`src/rtl/ktms_afu_pkg.sv`:
```
// Shared widths, capability field map and table FSM encoding for the AFU
// capability path.
package ktms_afu_pkg;

  localparam int CTXTID_WIDTH  = 10;
  localparam int CTXTCAP_WIDTH = 7;
  localparam int TAG_WIDTH     = 8;

  // cpc dword bit positions that feed cap[0]..cap[6]
  localparam int CAP_SRC_B0 = 0;
  localparam int CAP_SRC_B1 = 1;
  localparam int CAP_SRC_B2 = 3;
  localparam int CAP_SRC_B3 = 60;
  localparam int CAP_SRC_B4 = 61;
  localparam int CAP_SRC_B5 = 62;
  localparam int CAP_SRC_B6 = 63;

  typedef enum logic {
    ST_INIT = 1'b0,
    ST_RUN  = 1'b1
  } cap_tbl_st_e;

  function automatic logic [CTXTCAP_WIDTH-1:0] cap_from_cpc(input logic [63:0] dw);
    return {dw[CAP_SRC_B6], dw[CAP_SRC_B5], dw[CAP_SRC_B4], dw[CAP_SRC_B3],
            dw[CAP_SRC_B2], dw[CAP_SRC_B1], dw[CAP_SRC_B0]};
  endfunction

endpackage

```
`src/rtl/ktms_cap_tbl_mem.sv`:
```
// 1W1R synchronous capability RAM; a same-address write in the read cycle is
// forwarded into the read register (write-first).
module ktms_cap_tbl_mem #(
  parameter int addr_width = 9,
  parameter int data_width = 7
) (
  input  logic                  clk,
  input  logic                  rst_n,
  input  logic                  wr_en_i,
  input  logic [addr_width-1:0] wr_addr_i,
  input  logic [data_width-1:0] wr_data_i,
  input  logic                  rd_en_i,
  input  logic [addr_width-1:0] rd_addr_i,
  output logic [data_width-1:0] rd_data_o
);

  logic [data_width-1:0] mem_q [2**addr_width];
  logic [data_width-1:0] rd_q;

  // array contents are cleared by the owner's init sweep, not by reset
  always_ff @(posedge clk) begin
    if (wr_en_i) mem_q[wr_addr_i] <= wr_data_i;
  end

  always_ff @(posedge clk or negedge rst_n) begin
    if (!rst_n) begin
      rd_q <= '0;
    end else if (rd_en_i) begin
      rd_q <= (wr_en_i && (wr_addr_i == rd_addr_i)) ? wr_data_i : mem_q[rd_addr_i];
    end
  end

  assign rd_data_o = rd_q;

endmodule

```
`src/rtl/ktms_afu_cap_tbl.sv`:
```
// Per-context capability table: zero-fill sweep after reset, parity-checked
// capability writes, and a one-deep valid/ready lookup pipeline.
module ktms_afu_cap_tbl
  import ktms_afu_pkg::*;
#(
  parameter int ctxtid_width  = CTXTID_WIDTH,
  parameter int ctxtcap_width = CTXTCAP_WIDTH,
  parameter int tag_width     = TAG_WIDTH
) (
  input  logic                     clk,
  input  logic                     reset,
  input  logic                     i_cap_wr_v,
  input  logic [ctxtid_width-1:0]  i_cap_wr_ctxt,
  input  logic [ctxtcap_width-1:0] i_cap_wr_d,
  input  logic                     i_lkp_v,
  output logic                     o_lkp_r,
  input  logic [ctxtid_width-1:0]  i_lkp_ctxt,
  input  logic [tag_width-1:0]     i_lkp_tag,
  output logic                     o_rsp_v,
  input  logic                     i_rsp_r,
  output logic [tag_width-1:0]     o_rsp_tag,
  output logic [ctxtcap_width-1:0] o_rsp_cap,
  output logic                     o_rsp_ctxt_err,
  output logic                     o_init_done,
  output logic [1:0]               o_perror
);

  localparam int idx_width = ctxtid_width - 1;

  cap_tbl_st_e              state_q, state_d;
  logic [idx_width-1:0]     ptr_q, ptr_d;
  logic                     s1_v_q, s1_v_d;
  logic [tag_width-1:0]     tag_q, tag_d;
  logic                     err_q, err_d;
  logic [1:0]               perror_q, perror_d;

  logic                     run;
  logic                     lkp_acc;
  logic                     wr_par_ok;
  logic                     lkp_par_ok;
  logic                     mem_we;
  logic [idx_width-1:0]     mem_waddr;
  logic [ctxtcap_width-1:0] mem_wdata;
  logic [ctxtcap_width-1:0] mem_rdata;

  // odd parity: a good context id has an odd number of ones including the lsb
  assign wr_par_ok  = ^i_cap_wr_ctxt;
  assign lkp_par_ok = ^i_lkp_ctxt;

  assign run     = (state_q == ST_RUN);
  assign o_lkp_r = run & (~s1_v_q | i_rsp_r);
  assign lkp_acc = i_lkp_v & o_lkp_r;

  always_ff @(posedge clk or negedge reset) begin
    if (!reset) begin
      state_q  <= ST_INIT;
      ptr_q    <= '0;
      s1_v_q   <= 1'b0;
      tag_q    <= '0;
      err_q    <= 1'b0;
      perror_q <= '0;
    end else begin
      state_q  <= state_d;
      ptr_q    <= ptr_d;
      s1_v_q   <= s1_v_d;
      tag_q    <= tag_d;
      err_q    <= err_d;
      perror_q <= perror_d;
    end
  end

  always_comb begin
    state_d   = state_q;
    ptr_d     = ptr_q;
    mem_we    = 1'b0;
    mem_waddr = i_cap_wr_ctxt[ctxtid_width-1:1];
    mem_wdata = i_cap_wr_d;
    case (state_q)
      ST_INIT: begin
        mem_we    = 1'b1;
        mem_waddr = ptr_q;
        mem_wdata = '0;
        ptr_d     = ptr_q + 1'b1;
        if (&ptr_q) state_d = ST_RUN;
      end
      ST_RUN: begin
        mem_we = i_cap_wr_v & wr_par_ok;
      end
      default: state_d = ST_INIT;
    endcase
  end

  always_comb begin
    s1_v_d   = s1_v_q;
    tag_d    = tag_q;
    err_d    = err_q;
    perror_d = perror_q;
    if (lkp_acc) begin
      s1_v_d = 1'b1;
      tag_d  = i_lkp_tag;
      err_d  = ~lkp_par_ok;
    end else if (i_rsp_r) begin
      s1_v_d = 1'b0;
    end
    if (i_cap_wr_v & ~run) perror_d[1] = 1'b1;
    if ((i_cap_wr_v & run & ~wr_par_ok) | (lkp_acc & ~lkp_par_ok)) perror_d[0] = 1'b1;
  end

  ktms_cap_tbl_mem #(
    .addr_width (idx_width),
    .data_width (ctxtcap_width)
  ) u_mem (
    .clk       (clk),
    .rst_n     (reset),
    .wr_en_i   (mem_we),
    .wr_addr_i (mem_waddr),
    .wr_data_i (mem_wdata),
    .rd_en_i   (lkp_acc),
    .rd_addr_i (i_lkp_ctxt[ctxtid_width-1:1]),
    .rd_data_o (mem_rdata)
  );

  assign o_rsp_v        = s1_v_q;
  assign o_rsp_tag      = tag_q;
  assign o_rsp_ctxt_err = err_q;
  assign o_rsp_cap      = err_q ? '0 : mem_rdata;
  assign o_init_done    = run;
  assign o_perror       = perror_q;

endmodule

```
`config.mk`:
```
export PLATFORM = sky130hd
export DESIGN_NAME = ktms_afu_cap_tbl
export DESIGN_NICKNAME = d
export VERILOG_FILES = /design/src/rtl/ktms_afu_pkg.sv /design/src/rtl/ktms_cap_tbl_mem.sv /design/src/rtl/ktms_afu_cap_tbl.sv
export SDC_FILE = /design/constraint.sdc
export NUM_CORES = 2
export LEC_CHECK = 0
export CAP_MARGIN = 20
export CORE_ASPECT_RATIO = 1.2
export CORE_MARGIN = 2
export CORE_UTILIZATION = 55
export CTS_CLUSTER_DIAMETER = 100
export DETAILED_ROUTE_END_ITERATION = 7
export DONT_BUFFER_PORTS = 1
export PLACE_DENSITY = 0.68
export RECOVER_POWER = 100
export REMOVE_ABC_BUFFERS = 1
export SLEW_MARGIN = 40
export SYNTH_ARGS = -nofsm -noshare
export SYNTH_HDL_FRONTEND = slang
export SYNTH_SLANG_ARGS = --single-unit
```
`constraint.sdc`:
```
create_clock -name clk -period 22.3 [get_ports clk]
set_input_delay 2.23 -clock clk [delete_from_list [all_inputs] [get_ports clk]]
set_output_delay 2.23 -clock clk [all_outputs]
set_load 0.02 [all_outputs]
```
* Word-level counts from Yosys, hierarchy flattened
Memory sizes are Yosys's and may differ from the RTL's. A register that Yosys moved wholly into a read port is not among the register bits. Cells that the tools add are included. W data, S select, Z words.
Operators by class: reductions and logical operators 5, mux-type cells 10, bitwise gates (word level) 13, $add $sub $neg 1
Operators by type and width (number):
- $reduce_xor A10 Y1 | 2
- $mux W7 | 2
- $add A9 B1 Y9 const B | 1
- $mux W9 | 1
- $reduce_and A9 Y1 | 1
- $and A1 B1 Y1 | 7
- $mux W1 | 6
- $not A1 Y1 | 4
- $or A1 B1 Y1 | 2
- $pmux W1 S2 | 1
- $reduce_bool A2 Y1 | 1
- $logic_not A1 Y1 | 1
Word-level totals: logic and storage cells 37, bits in writable memories 3584, memories 1, register bits after elaboration 22
Memories:
- u_mem.mem_q | depth 512, bits a word 7, rd ports 1, clocked after memory_dff 1, wr ports 1, line ktms_cap_tbl_mem.sv:17 | logic [data_width-1:0] mem_q [2**addr_width];

* Longest topological paths before layout
depth in word-level cells 6, mapped depth 15, mapped depth without buffers 8

* Cells and area by module
Synthesis repeated with hierarchy kept, for this count alone.
Second synthesis, totals: cells, all modules 6935, area, all modules 141403.1 um^2
By module, submodules not included:
- ktms_cap_tbl_mem | area an instance 140148.2 um^2, instances 1, cells an instance 6827, seq. area each 107798.4 um^2
- ktms_afu_cap_tbl | area an instance 1255.0 um^2, instances 1, cells an instance 108, seq. area each 550.5 um^2

* Worst setup path after synthesis
Ideal clock, no wire load.
path kind in2reg, from in i_cap_wr_d[0], to mem u_mem.mem_q[0][0], data pin, setup time 1.535 ns, data required time 20.765 ns, data arrival time 8.606 ns, stages on the path 1, slack 12.159 ns, cell sequence and2_1
Between the ends: word-level cells in the longest chain between the ends 1
Ends and longest elaborated chain:
- start: declaration | line ktms_afu_cap_tbl.sv:14 | input logic [ctxtcap_width-1:0] i_cap_wr_d,
- $mux W7 | line ktms_afu_cap_tbl.sv:78 | case (state_q)
- end: declaration | line ktms_cap_tbl_mem.sv:17
Every way passes these cells.

* Final worst setup path
from reg state_q (netlist: o_init_done), to mem u_mem.mem_q[75][2], data pin
Between the ends: word-level cells in the longest chain between the ends 1
Ends and longest elaborated chain:
- start: declaration | line ktms_afu_cap_tbl.sv:30 | cap_tbl_st_e state_q, state_d;
- start signal: assignment | line ktms_afu_cap_tbl.sv:63 | state_q <= state_d;
- $mux W7 | line ktms_afu_cap_tbl.sv:78
- named net mem_wdata[2] | line ktms_afu_cap_tbl.sv:43 | logic [ctxtcap_width-1:0] mem_wdata;
The timed path passes the listed nets, and every way through them passes these cells.

==> impl_metrics.toml <==
[route]
ant_nets = 0
firstDrtPassIters = 6
dr.first_iter.drc_count = 11100
drc_errors = 0
drt-total-wl_um = 413000
vias = 74800
wl_per_cell_um = 38.3
viasPerCell = 6.93

[grt]
grt_pass1_vias = 73000
overflow = 0
grt_pass1_wl_um = 573000
groute.usage.overall_pct = 31.4
grt_max_degree = 304
grt_antenna_before_repair = 23

[placement]
hpwl_um = 241000
io_buffer_count = 0
dp.cells = 10100
gp_congestion = 0.916

[worst_setup_path]
reg2reg_depth = 6
r2r-start = "o_init_done$_DFF_PN0_"
slowest_stage = "clkbuf_1"
critical_path.top_delay_family = "buffers and inverters"
rrSetupSlack_ns = 8.35
end_kind = "flip-flop"
path_class = "reg2reg"
crit_buf_inv = 5
crit_arrival_ns = 13.74
cp-start-kind = "flip-flop"
worstReg2RegEnd = "u_mem.mem_q[75][2]$_DFFE_PP_"
path_cells = "clkbuf_1 -> and2_0 -> clkbuf_1 -> clkbuf_1 -> clkbuf_1 -> clkbuf_1"
max_stage_delay_ns = 4.15
worst-endpoint-required_ns = 22.09
crit_path_max_fanout = 127
cpMostUsedCell = "clkbuf_1"

[layout]
area_growth_pct = 9.91
layout-drive-gt1-share_pct = 19.6
layout.nets = 7147
stdcell_count = 10800

[min_path]
min_path_cells = 1
min_path_type = "reg2reg"
hold_end = "ptr_q[7]$_DFFE_PN0N_"
hp-start = "ptr_q[7]$_DFFE_PN0N_"

[timing]
fmax_mhz = 71.7
setup_viol = 0
slew_violations = 3710
timing.final.crit_share_pct = 62.6
finalSetupTns_ns = 0
layout_min_cycle_time_ns = 13.95
fin_skew_ns = 0.0558
relSlewSlack_pct = -364
hold_violations = 0
rsz0062_at_grt = "false"
worstMarginPinSlew_ns = 6.96

[clock_tree]
clk_pin_slew_ns = 0.06
cts_resized = 0
ctsHoldBuffers = 0
cts_setup_buffers = 0
clk-insertion-delay-late_ns = 0.90
cts_sinks = 3613
cts_tree = "built"
clock_path_buffers = 4
numCtsBuffers = 343
cts_root_buf = "clkbuf_16"
cts_max_level = 5

[die]
initial_core_util_pct = 55.2
die_area_um2 = 263000
rows = 204
die_w_um = 468
io_pins = 61
fp.dieH_um = 561
core_area_um2 = 257000

[synth]
synth_compound_area_share_pct = 3.35
synthCells = 7043
ys_dominant_reg_cell = "edfxtp_1"
synth_cell_types = 76
synth_seq_area_share_pct = 76.2
syn_area_um2 = 142000
synth_top_family_by_area = "multiplexers"
synth.avg_cell_area_um2 = 20.2
synth_edf_count = 3584
ys_seq_elements = 3613
synthMuxAreaShare_pct = 15.1
synth-async-reset-ratio_pct = 0.803
yosys.area_share.simple_pct = 3.09
synth_fa_ha_area_share_pct = 0.0176
yosysWarnings = 0
synth-xor-area-share_pct = 0.201

[power_and_ir_drop]
p_per_area_nw_per_um2 = 85.9
vdd_drop_max_v = 0.0000575
p_leak_nw = 39.7
p_total_mw = 13.4

[run]
max-cap-violations = 68

[run_status]
status = "complete, but fails checks"
violations = "max-capacitance violations, max-slew violations"
[Yosys cell counts, drive strengths merged (65+ instances only)]
| cell | count | area, µm² |
|---|---|---|
| mux2i | 383 | 3830 |
| a22oi | 68 | 515 |
| nor2 | 605 | 2270 |
| a21oi | 124 | 621 |
| mux4 | 764 | 17200 |
| buf | 272 | 2060 |
| edfxtp | 3584 | 108000 |
| nand2 | 230 | 863 |
| o221ai | 68 | 596 |
| nand3 | 65 | 325 |
| clkbuf | 180 | 676 |
| o21ai | 84 | 420 |
| o22ai | 104 | 651 |
[area by class of cell]
class,instances,area (µm²)
diodes,26,65.1
clock buffers,427,9120
clock inverters,183,1560
fillers,18000,101000
inverters,20,96.3
multi-input cells,2958,31400
flip-flops and latches,3613,108000
well taps,3399,4250
repair buffers,169,1390
[report_power, final]
part | switching (mW) | internal (mW) | total (mW) | leakage (nW)
logic | 0.277 | 0.127 | 0.403 | 9.43
registers | 0.00000000000000000926 | 7.35 | 7.35 | 25.1
clock network | 2.49 | 3.18 | 5.67 | 5.22
[worst max-delay path by stage]
stage	from	to	slack, ns	depth (start not counted)
3_5_place_dp	i_lkp_ctxt[1]	u_mem.rd_data_o[5]$_DFFE_PN0P_	13.92	13
4_1_cts	i_lkp_ctxt[1]	u_mem.rd_data_o[3]$_DFFE_PN0P_	14.85	11
5_1_grt	o_init_done$_DFF_PN0_	u_mem.mem_q[29][2]$_DFFE_PP_	7.68	6
2_1_floorplan	i_cap_wr_d[0]	u_mem.mem_q[0][0]$_DFFE_PP_	12.16	1
6_report	o_init_done$_DFF_PN0_	u_mem.mem_q[75][2]$_DFFE_PP_	8.35	6
3_3_place_gp	i_lkp_ctxt[1]	u_mem.rd_data_o[3]$_DFFE_PN0P_	13.67	13
[layout by cell type, fill, tap and decap left out, types with 67 or more instances in the layout]
cell type,instances
a21oi_1,124
a22oi_1,67
buf_4,82
clkbuf_1,131
clkbuf_16,351
clkinv_1,74
edfxtp_1,3584
mux2i_1,382
mux4_2,757
nand2_1,224
nor2_1,593
o21ai_0,77
o221ai_1,68
o22ai_1,104
[worst reg2reg max path: stages (launching register included)]
cell and delay, ns:
dfrtp_1 0.61, clkbuf_1 1.66, and2_0 2.06, clkbuf_1 1.58
clkbuf_1 2.19, clkbuf_1 0.37, clkbuf_1 4.15
[state kept, by name (all words and copies together), names as in the netlist]
register,cells
u_mem.rd_data_o,7
o_init_done,1
u_mem.mem_q,3584
o_perror,2
o_rsp_tag,8
ptr_q,9
o_rsp_v,1
o_rsp_ctxt_err,1
[per-layer routing]
layer | track usage [%] | wire [µm]
met3 | 7.71 | 46800
met5 | 0 | 48
met1 | 41.3 | 145000
met4 | 16.2 | 24200
met2 | 48.9 | 198000
[through the flow]
| stage | hold WS [ns] | instance area (µm²) | util, % | setup slack, ns |
|---|---|---|---|---|
| 2_1_floorplan | 0.463 | 139000 | - | 12.16 |
| 3_3_place_gp | 0.485 | 145000 | 56.5 | 13.67 |
| 3_5_place_dp | 0.490 | 146000 | 56.7 | 13.92 |
| 4_1_cts | 0.502 | 157000 | 60.9 | 14.85 |
| 5_1_grt | 0.514 | 156000 | 60.7 | 7.68 |
| 6_report | 0.500 | 156000 | 60.7 | 8.35 |
[cell families (layout without fill, tap and decap cells)]
family,count (synthesis),count (layout)
muxes,1188,1188
and+or+nand+nor,1052,1052
other,0,26
adders and majority gates,2,2
xor gates and xnor gates,31,31
DFF,3613,3613
AOI/OAI and AO/OA,685,685
buffers and inverters,472,799
Power figures use the tool's default switching activity.
